**config.mk**
```make
export PLATFORM = sky130hd
export DESIGN_NAME = imem_ctrl
export DESIGN_NICKNAME = d
export VERILOG_FILES = /design/src/rtl/imem_ctrl.sv
export SDC_FILE = /design/constraint.sdc
export NUM_CORES = 1
export LEC_CHECK = 0
export ABC_AREA = 1
export BUFFER_PORTS_ARGS = -buffer_cell sky130_fd_sc_hd__buf_4
export CORE_ASPECT_RATIO = 0.5
export CORE_MARGIN = 2
export CORE_UTILIZATION = 30
export DETAILED_ROUTE_END_ITERATION = 10
export PLACE_DENSITY = 0.48
export SYNTH_ARGS = -nofsm -noshare
export SYNTH_HDL_FRONTEND = slang
export SYNTH_SLANG_ARGS = --single-unit
```
**constraint.sdc**
```tcl
create_clock -name CLK -period 4.9 [get_ports CLK]
set_input_delay 1.225 -clock CLK [delete_from_list [all_inputs] [get_ports CLK]]
set_output_delay 1.225 -clock CLK [all_outputs]
set_load 0.02 [all_outputs]
```
**src/rtl/imem_ctrl.sv**
```systemverilog
// Instruction-memory controller: serves core fetches from a one-entry last-fetch buffer
// or an external req/ack word memory, answering misaligned or timed-out fetches with a NOP.
module imem_ctrl #(
  parameter int unsigned TIMEOUT = 16,
  parameter logic [31:0] NOP     = 32'h0000_0013
) (
  input  logic        CLK,
  input  logic        RES,
  input  logic        instr_req,
  input  logic [31:0] instr_adr,
  output logic [31:0] instr_read,
  output logic        instr_valid,
  output logic        mem_req,
  output logic [29:0] mem_adr,
  input  logic        mem_ack,
  input  logic [31:0] mem_rdata,
  output logic        fetch_err
);

  typedef enum logic [1:0] {StIdle, StBus, StDone} state_e;

  localparam logic [7:0] CntLast = 8'(TIMEOUT - 1);

  state_e      state_q, state_d;
  logic [31:0] read_q, read_d;
  logic        req_q, req_d;
  logic [29:0] adr_q, adr_d;
  logic        err_q, err_d;
  logic        buf_v_q, buf_v_d;
  logic [29:0] buf_adr_q, buf_adr_d;
  logic [31:0] buf_data_q, buf_data_d;
  logic [7:0]  cnt_q, cnt_d;

  always_comb begin
    state_d    = state_q;
    read_d     = read_q;
    req_d      = req_q;
    adr_d      = adr_q;
    err_d      = err_q;
    buf_v_d    = buf_v_q;
    buf_adr_d  = buf_adr_q;
    buf_data_d = buf_data_q;
    cnt_d      = cnt_q;
    unique case (state_q)
      StIdle: begin
        if (instr_req) begin
          if (instr_adr[1:0] != 2'b00) begin
            read_d  = NOP;
            err_d   = 1'b1;
            state_d = StDone;
          end else if (buf_v_q && (buf_adr_q == instr_adr[31:2])) begin
            read_d  = buf_data_q;
            state_d = StDone;
          end else begin
            adr_d   = instr_adr[31:2];
            req_d   = 1'b1;
            cnt_d   = 8'd0;
            state_d = StBus;
          end
        end
      end
      StBus: begin
        // An ack in the last allowed cycle wins over the timeout.
        if (mem_ack) begin
          read_d     = mem_rdata;
          buf_adr_d  = adr_q;
          buf_data_d = mem_rdata;
          buf_v_d    = 1'b1;
          req_d      = 1'b0;
          state_d    = StDone;
        end else if (cnt_q == CntLast) begin
          read_d  = NOP;
          err_d   = 1'b1;
          req_d   = 1'b0;
          state_d = StDone;
        end else begin
          cnt_d = cnt_q + 8'd1;
        end
      end
      StDone: state_d = StIdle;
      default: state_d = StIdle;
    endcase
  end

  always_ff @(posedge CLK or posedge RES) begin
    if (RES) begin
      state_q    <= StIdle;
      read_q     <= 32'd0;
      req_q      <= 1'b0;
      adr_q      <= 30'd0;
      err_q      <= 1'b0;
      buf_v_q    <= 1'b0;
      buf_adr_q  <= 30'd0;
      buf_data_q <= 32'd0;
      cnt_q      <= 8'd0;
    end else begin
      state_q    <= state_d;
      read_q     <= read_d;
      req_q      <= req_d;
      adr_q      <= adr_d;
      err_q      <= err_d;
      buf_v_q    <= buf_v_d;
      buf_adr_q  <= buf_adr_d;
      buf_data_q <= buf_data_d;
      cnt_q      <= cnt_d;
    end
  end

  assign instr_read  = read_q;
  assign instr_valid = (state_q == StDone);
  assign mem_req     = req_q;
  assign mem_adr     = adr_q;
  assign fetch_err   = err_q;

endmodule

```
==> results of run 1 <==
[per-layer routing]
layer  vias up  part of all wire
li1       2616                 -
met1      2385              0.49
met2        69              0.47
met3        12             0.033
met4         0            0.0078
met5         -                 0
[cell families after synthesis]
kind of cell	Yosys count	share of synthesized area
simple gates	363	0.2388
buf+inv	139	0.09340
flops	137	0.5540
compound gates	125	0.1033
xor+xnor	6	0.008492
fa+ha+maj	1	0.002022
[worst paths after layout]
| kind | startpoint | endpoint | slack, ns | cells past startpoint |
|---|---|---|---|---|
| max reg2reg | state_q[1] | mem_adr[23] | 2.50 | 7 |
| min | buf_data_q[4] | buf_data_q[4] | 0.47 | 2 |
| max | instr_adr[3] | mem_adr[23] | 1.98 | 12 |
| min reg2reg | buf_data_q[4] | buf_data_q[4] | 0.47 | 2 |
| max in group asynchronous | RES | buf_adr_q[12] | 3.15 | 3 |
| min in group asynchronous | RES | buf_data_q[31] | 0.93 | 2 |
[sequential cells by signal, indices dropped and copies added, names as in the netlist]
| signal | flops |
|---|---|
| fetch_err | 1 |
| instr_read | 32 |
| buf_v_q | 1 |
| buf_adr_q | 30 |
| buf_data_q | 32 |
| state_q | 2 |
| mem_adr | 30 |
| mem_req | 1 |
| cnt_q | 8 |
[critical path: stages]
cell and delay (ns):
buf_4 0.12, inv_1 0.06, nand2_1 0.05, nand3_1 0.13, nor2_1 0.09, nand2_1 0.08
nor2_1 0.04, nand2_1 0.13, nand3_2 0.61, buf_4 0.49, nand2_1 0.08, o21ai_0 0.08
[cell usage in the layout (no fill, tap or decap), types with 2 or more instances in the layout]
| master | count |
|---|---|
| nand2_1 | 311 |
| buf_12 | 2 |
| o21ai_0 | 114 |
| o22ai_1 | 4 |
| nand3_1 | 11 |
| bufinv_16 | 6 |
| clkinv_2 | 3 |
| nand2_2 | 2 |
| nand2_8 | 2 |
| a21oi_1 | 5 |
| clkinv_4 | 3 |
| clkbuf_1 | 2 |
| dfrtp_1 | 137 |
| nor2_4 | 4 |
| buf_4 | 133 |
| nor2_1 | 20 |
| nor3_1 | 5 |
| inv_2 | 4 |
| xnor2_1 | 6 |
| clkbuf_16 | 17 |
| nand4_1 | 2 |
| inv_1 | 103 |
[cell type report]
type | instances | area share
Clock inverter | 12 | 0.02740
Timing Repair Buffer | 135 | 0.1285
Sequential cell | 137 | 0.4241
Inverter | 110 | 0.05200
Clock buffer | 20 | 0.05525
Multi-Input combinational cell | 495 | 0.2705
Tap cell | 273 | 0.04225
[power by group through the flow]
stage | sequential, mW | combinational, mW | clock, mW
3_5_place_dp | 1.96 | 1.71 | 0
6_report | 1.94 | 1.68 | 1.46
5_1_grt | 2.01 | 1.91 | 1.55
2_1_floorplan | 2.20 | 0.797 | 0
4_1_cts | 1.95 | 1.72 | 1.50
3_3_place_gp | 1.96 | 1.70 | 0
==> reports/results.ini, run 1 <==
[layout]
n_antenna_cell = 0
fillers = 2124
area_growth_syn_to_layout_pct = 30.63
design_area_um2 = 8084
drive_above_1_share = 0.2035
fin_cells = 1182
final_core_util = 0.3969
multi_input_area_um2 = 2187
seqCellArea_um2 = 3428
fin_nets = 965

[worst_hold_path]
hp-class = reg -> reg

[routing]
routed_wl_mm = 15.61
firstDrtPassIters = 4
drt_first_iter_violations = 264
vias = 5082
drc = 0
via_per_inst = 4.299
drtAntennaViolNets = 0
wl_per_cell_um = 13.20

[sta]
holdWs_ns = 0.4738
fmax_ghz = 0.3430
drv_slew = 0
final-hold-violation-count = 0
max-slew-margin-rel = 0.2307
rsz0062_at_grt = no
finalSetupTns_ns = 0
finalSetupViolCount = 0
final.period_utilization = 0.5950
fin_ws_ns = 1.985
tightestPinTransition_ns = 1.151
skew_ns = 0.009735
fin_crit_ns = 2.915

[place]
dpl_cell_area_um2 = 7416
place_ws_ns = 1.538
dp_hpwl_mm = 10.23
port_buffers = 132
post-place-cells = 1150
gp_congestion = 0.7457

[grt]
track_usage = 0.1515
met1_usage = 0.2111
gr-total-overflow = 0
grt.busiest_layer = met2
grt_max_degree = 115
antenna_found_initial = 0
grt_pass1_wl_mm = 26.38
use_met3 = 0.03337
grt_util_met2 = 0.2374
grt_pass1_vias = 5091

[logic_synthesis]
yosys_most_used_dff = dfrtp_1
syn_nets = 840
yosys_warnings = 0
synth-edff-count = 0
synthArstFlopShare = 1.000
ys_types = 32
seq_area_frac_synth = 0.5540
synth.area.top_cells = dfrtp_1 (55%), nand2_1 (19%), o21ai_0 (9.2%)
ys_ff_latch = 137
synth_most_common_cell = nand2_1
yosysTopAreaCell = dfrtp_1
netlist_instances = 771
syn-cell-area_um2 = 6188
post_synth.cell_area_avg_um2 = 8.027
ys_top_cells_by_count = nand2_1 (311), dfrtp_1 (137), o21ai_0 (114)
yosysTopAreaCellShare = 0.5540

[clock_tree]
cts_resized = 0
htreeDepth = 4
cts.clk_slew.worst_paths_ns = 0.06
cts_setup_buffers = 0
cts-buffers-inserted = 17
cts-hold-fix-buffers = 0
clkSinkCount = 137
cts_tree = built
clk_latency_ns = 0.41
cts_max_path_buffers = 2
cts-root-buf = clkbuf_16

[floorplanning]
die_w_um = 207.1
ios = 133
fp-row-count = 37
die_h_um = 105.6
die-area_um2 = 21860
core-area_um2 = 20370
initial_core_util = 0.3038

[flow_run]
maxCapViolations = 0

[worst_setup_path]
crit_path_end_kind = flop
cp.arrival_ns = 3.20
crit_type = in -> reg
startpoint_type = input pin
worst_ep_required_time_ns = 5.18
path_max_fanout = 43

[power_and_ir_drop]
p_sw_frac = 0.3557
p_comb_frac = 0.331
power_mw = 5.085
ir_worst_vdd_mv = 0.2122
p_sw_mw = 1.809
power.density_nw_per_um2 = 629.0
p_leak_nw = 4.256
internal_power_mw = 3.276
pwr-share-clk = 0.287
seq_power_share = 0.382

[run_status]
status = finished, final reports clean

Note: power is estimated with default switching activity, not from simulation.
==> run 2: changes to the inputs <==
==> constraint.sdc (replaced) <==
create_clock -name CLK -period 2.55 [get_ports CLK]
set_input_delay 0.6375 -clock CLK [delete_from_list [all_inputs] [get_ports CLK]]
set_output_delay 0.6375 -clock CLK [all_outputs]
set_load 0.02 [all_outputs]
==> reports/results.ini, run 2 (synthesized netlist as in run 1, its figures left out) <==
[worst_setup_path]
rrSetupSlack_ns = 0.52
critPathLaunch = cnt_q[0]
crit-reg2reg-launch = cnt_q[0]
worst_ep_required_time_ns = 2.82
crit_family = simple AND/OR/NAND/NOR gates
slowest_delay_ns = 0.41
cp_num_cells = 12
cp.arrival_ns = 2.31
path_max_fanout = 35
crit_buf_inv = 2
startpoint_type = flop
r2r_cells = 12
crit_path_cell_trace = ha_1, nand2_1, clkinv_1, nand2_2, nor2_4, nor2_4, nand2_8, nand2_4, nor2_4, nand2_8, buf_4, o21ai_0
crit_type = reg -> reg
crit_path_end_kind = flop
cp_slowest_cell = dfrtp_1
crit_top_cell = nor2_4

[power_and_ir_drop]
ir_worst_vdd_mv = 0.3967
seq_power_share = 0.391
p_leak_nw = 4.254
p_comb_frac = 0.341
pwr-share-clk = 0.269
p_sw_frac = 0.3630
power.density_nw_per_um2 = 1178
internal_power_mw = 6.074
p_sw_mw = 3.461

[layout]
drive_above_1_share = 0.2090
final_core_util = 0.3973
design_area_um2 = 8093
layout_commonest_cell = nand2_1
layout_common_cells = nand2_1 (311), dfrtp_1 (137), buf_4 (136), o21ai_0 (114), inv_1 (103)
fin_nets = 970
n_antenna_cell = 0
area_growth_syn_to_layout_pct = 30.77

[place]
dp_hpwl_mm = 9.957
port_buffers = 132
gp_congestion = 0.7807
dpl_cell_area_um2 = 7477

[sta]
fin_crit_ns = 2.034
rsz0062_at_grt = no
holdWs_ns = 0.4429
max-slew-margin-rel = 0.4913
tightestPinTransition_ns = 0.7630
finalSetupTns_ns = 0
fmax_ghz = 0.4917
drv_slew = 0
final-hold-violation-count = 0
final.period_utilization = 0.7975
finalSetupViolCount = 0
skew_ns = 0.01199

[floorplanning]
initial_core_util = 0.3038
die_w_um = 207.1
ios = 133
core-area_um2 = 20370
fp-row-count = 37
die-area_um2 = 21860
die_h_um = 105.6

[grt]
antenna_found_initial = 0
grt_pass1_wl_mm = 25.10
gr-total-overflow = 0
grt_max_degree = 138
track_usage = 0.1432
grt_pass1_vias = 4987

[worst_hold_path]
hp-class = in -> async

[routing]
wl_per_cell_um = 12.66
drt_first_iter_violations = 210
drc = 0
routed_wl_mm = 15.02
vias = 5075
via_per_inst = 4.275
drtAntennaViolNets = 0
firstDrtPassIters = 4

[clock_tree]
cts.clk_slew.worst_paths_ns = 0.06
clkSinkCount = 137
htreeDepth = 4
cts-hold-fix-buffers = 0
cts_setup_buffers = 0
cts-root-buf = clkbuf_16
cts-buffers-inserted = 17
clk_latency_ns = 0.41
cts_resized = 0
cts_tree = built
cts_max_path_buffers = 2

[flow_run]
maxCapViolations = 0

[run_status]
status = finished, final reports clean

==> run 2: cell types whose count changed in the layout (fill, tap and decap cells not counted), sizes merged <==
cell / change
clkinvlp: +4
inv: -1
clkinv: -1
buf: +5
clkbuf: +1
bufinv: -3
==> run 2: per-layer routing <==
layer  up-vias  wire (um)  global-route usage
met5         -          0                   0
met4         0        166             0.04541
met3        16        472             0.03159
met2        79       6850              0.2210
met1      2354       7534              0.2004
li1       2626          -                   -
==> run 2: power by group through the flow <==
stage | clock, mW | combinational, mW | sequential, mW
5_1_grt | 2.75 | 3.67 | 3.86
2_1_floorplan | 0 | 1.53 | 4.22
3_5_place_dp | 0 | 3.31 | 3.76
3_3_place_gp | 0 | 3.27 | 3.76
4_1_cts | 2.65 | 3.32 | 3.74
6_report | 2.56 | 3.25 | 3.73
==> run 2: through the flow <==
| stage | total power [mW] | instances | setup WS [ns] |
|---|---|---|---|
| after floorplan | 5.751 | 771 | 0.2054 |
| after global placement | 7.021 | 1155 | 0.2348 |
| after global routing | 10.28 | 1187 | 0.2560 |
| final | 9.535 | 1187 | 0.5163 |
| after detailed placement | 7.070 | 1155 | 0.2316 |
| after CTS | 9.709 | 1187 | 0.4802 |
==> run 2: cell type report <==
type,instances,area (um^2)
Fill cell,2103,12280
Sequential cell,137,3428
Multi-Input combinational cell,495,2187
Timing Repair Buffer,140,1101
Clock buffer,21,470.5
Inverter,110,419.2
Tap cell,273,341.6
Clock inverter,11,145.1
==> run 2: final timing paths <==
kind | to
min reg2reg | buf_v_q
min | buf_data_q[6]
min in group CLK | buf_data_q[4]
max in group asynchronous | buf_data_q[22]
max | instr_read[1]
max reg2reg | instr_read[1]
==> run 2: worst reg2reg max path, stage by stage (launching register included) <==
cell and delay (ns):
dfrtp_1 0.41, ha_1 0.22, nand2_1 0.07, clkinv_1 0.08, nand2_2 0.12, nor2_4 0.06, nor2_4 0.14, nand2_8 0.11
nand2_4 0.08, nor2_4 0.05, nand2_8 0.08, buf_4 0.35, o21ai_0 0.13
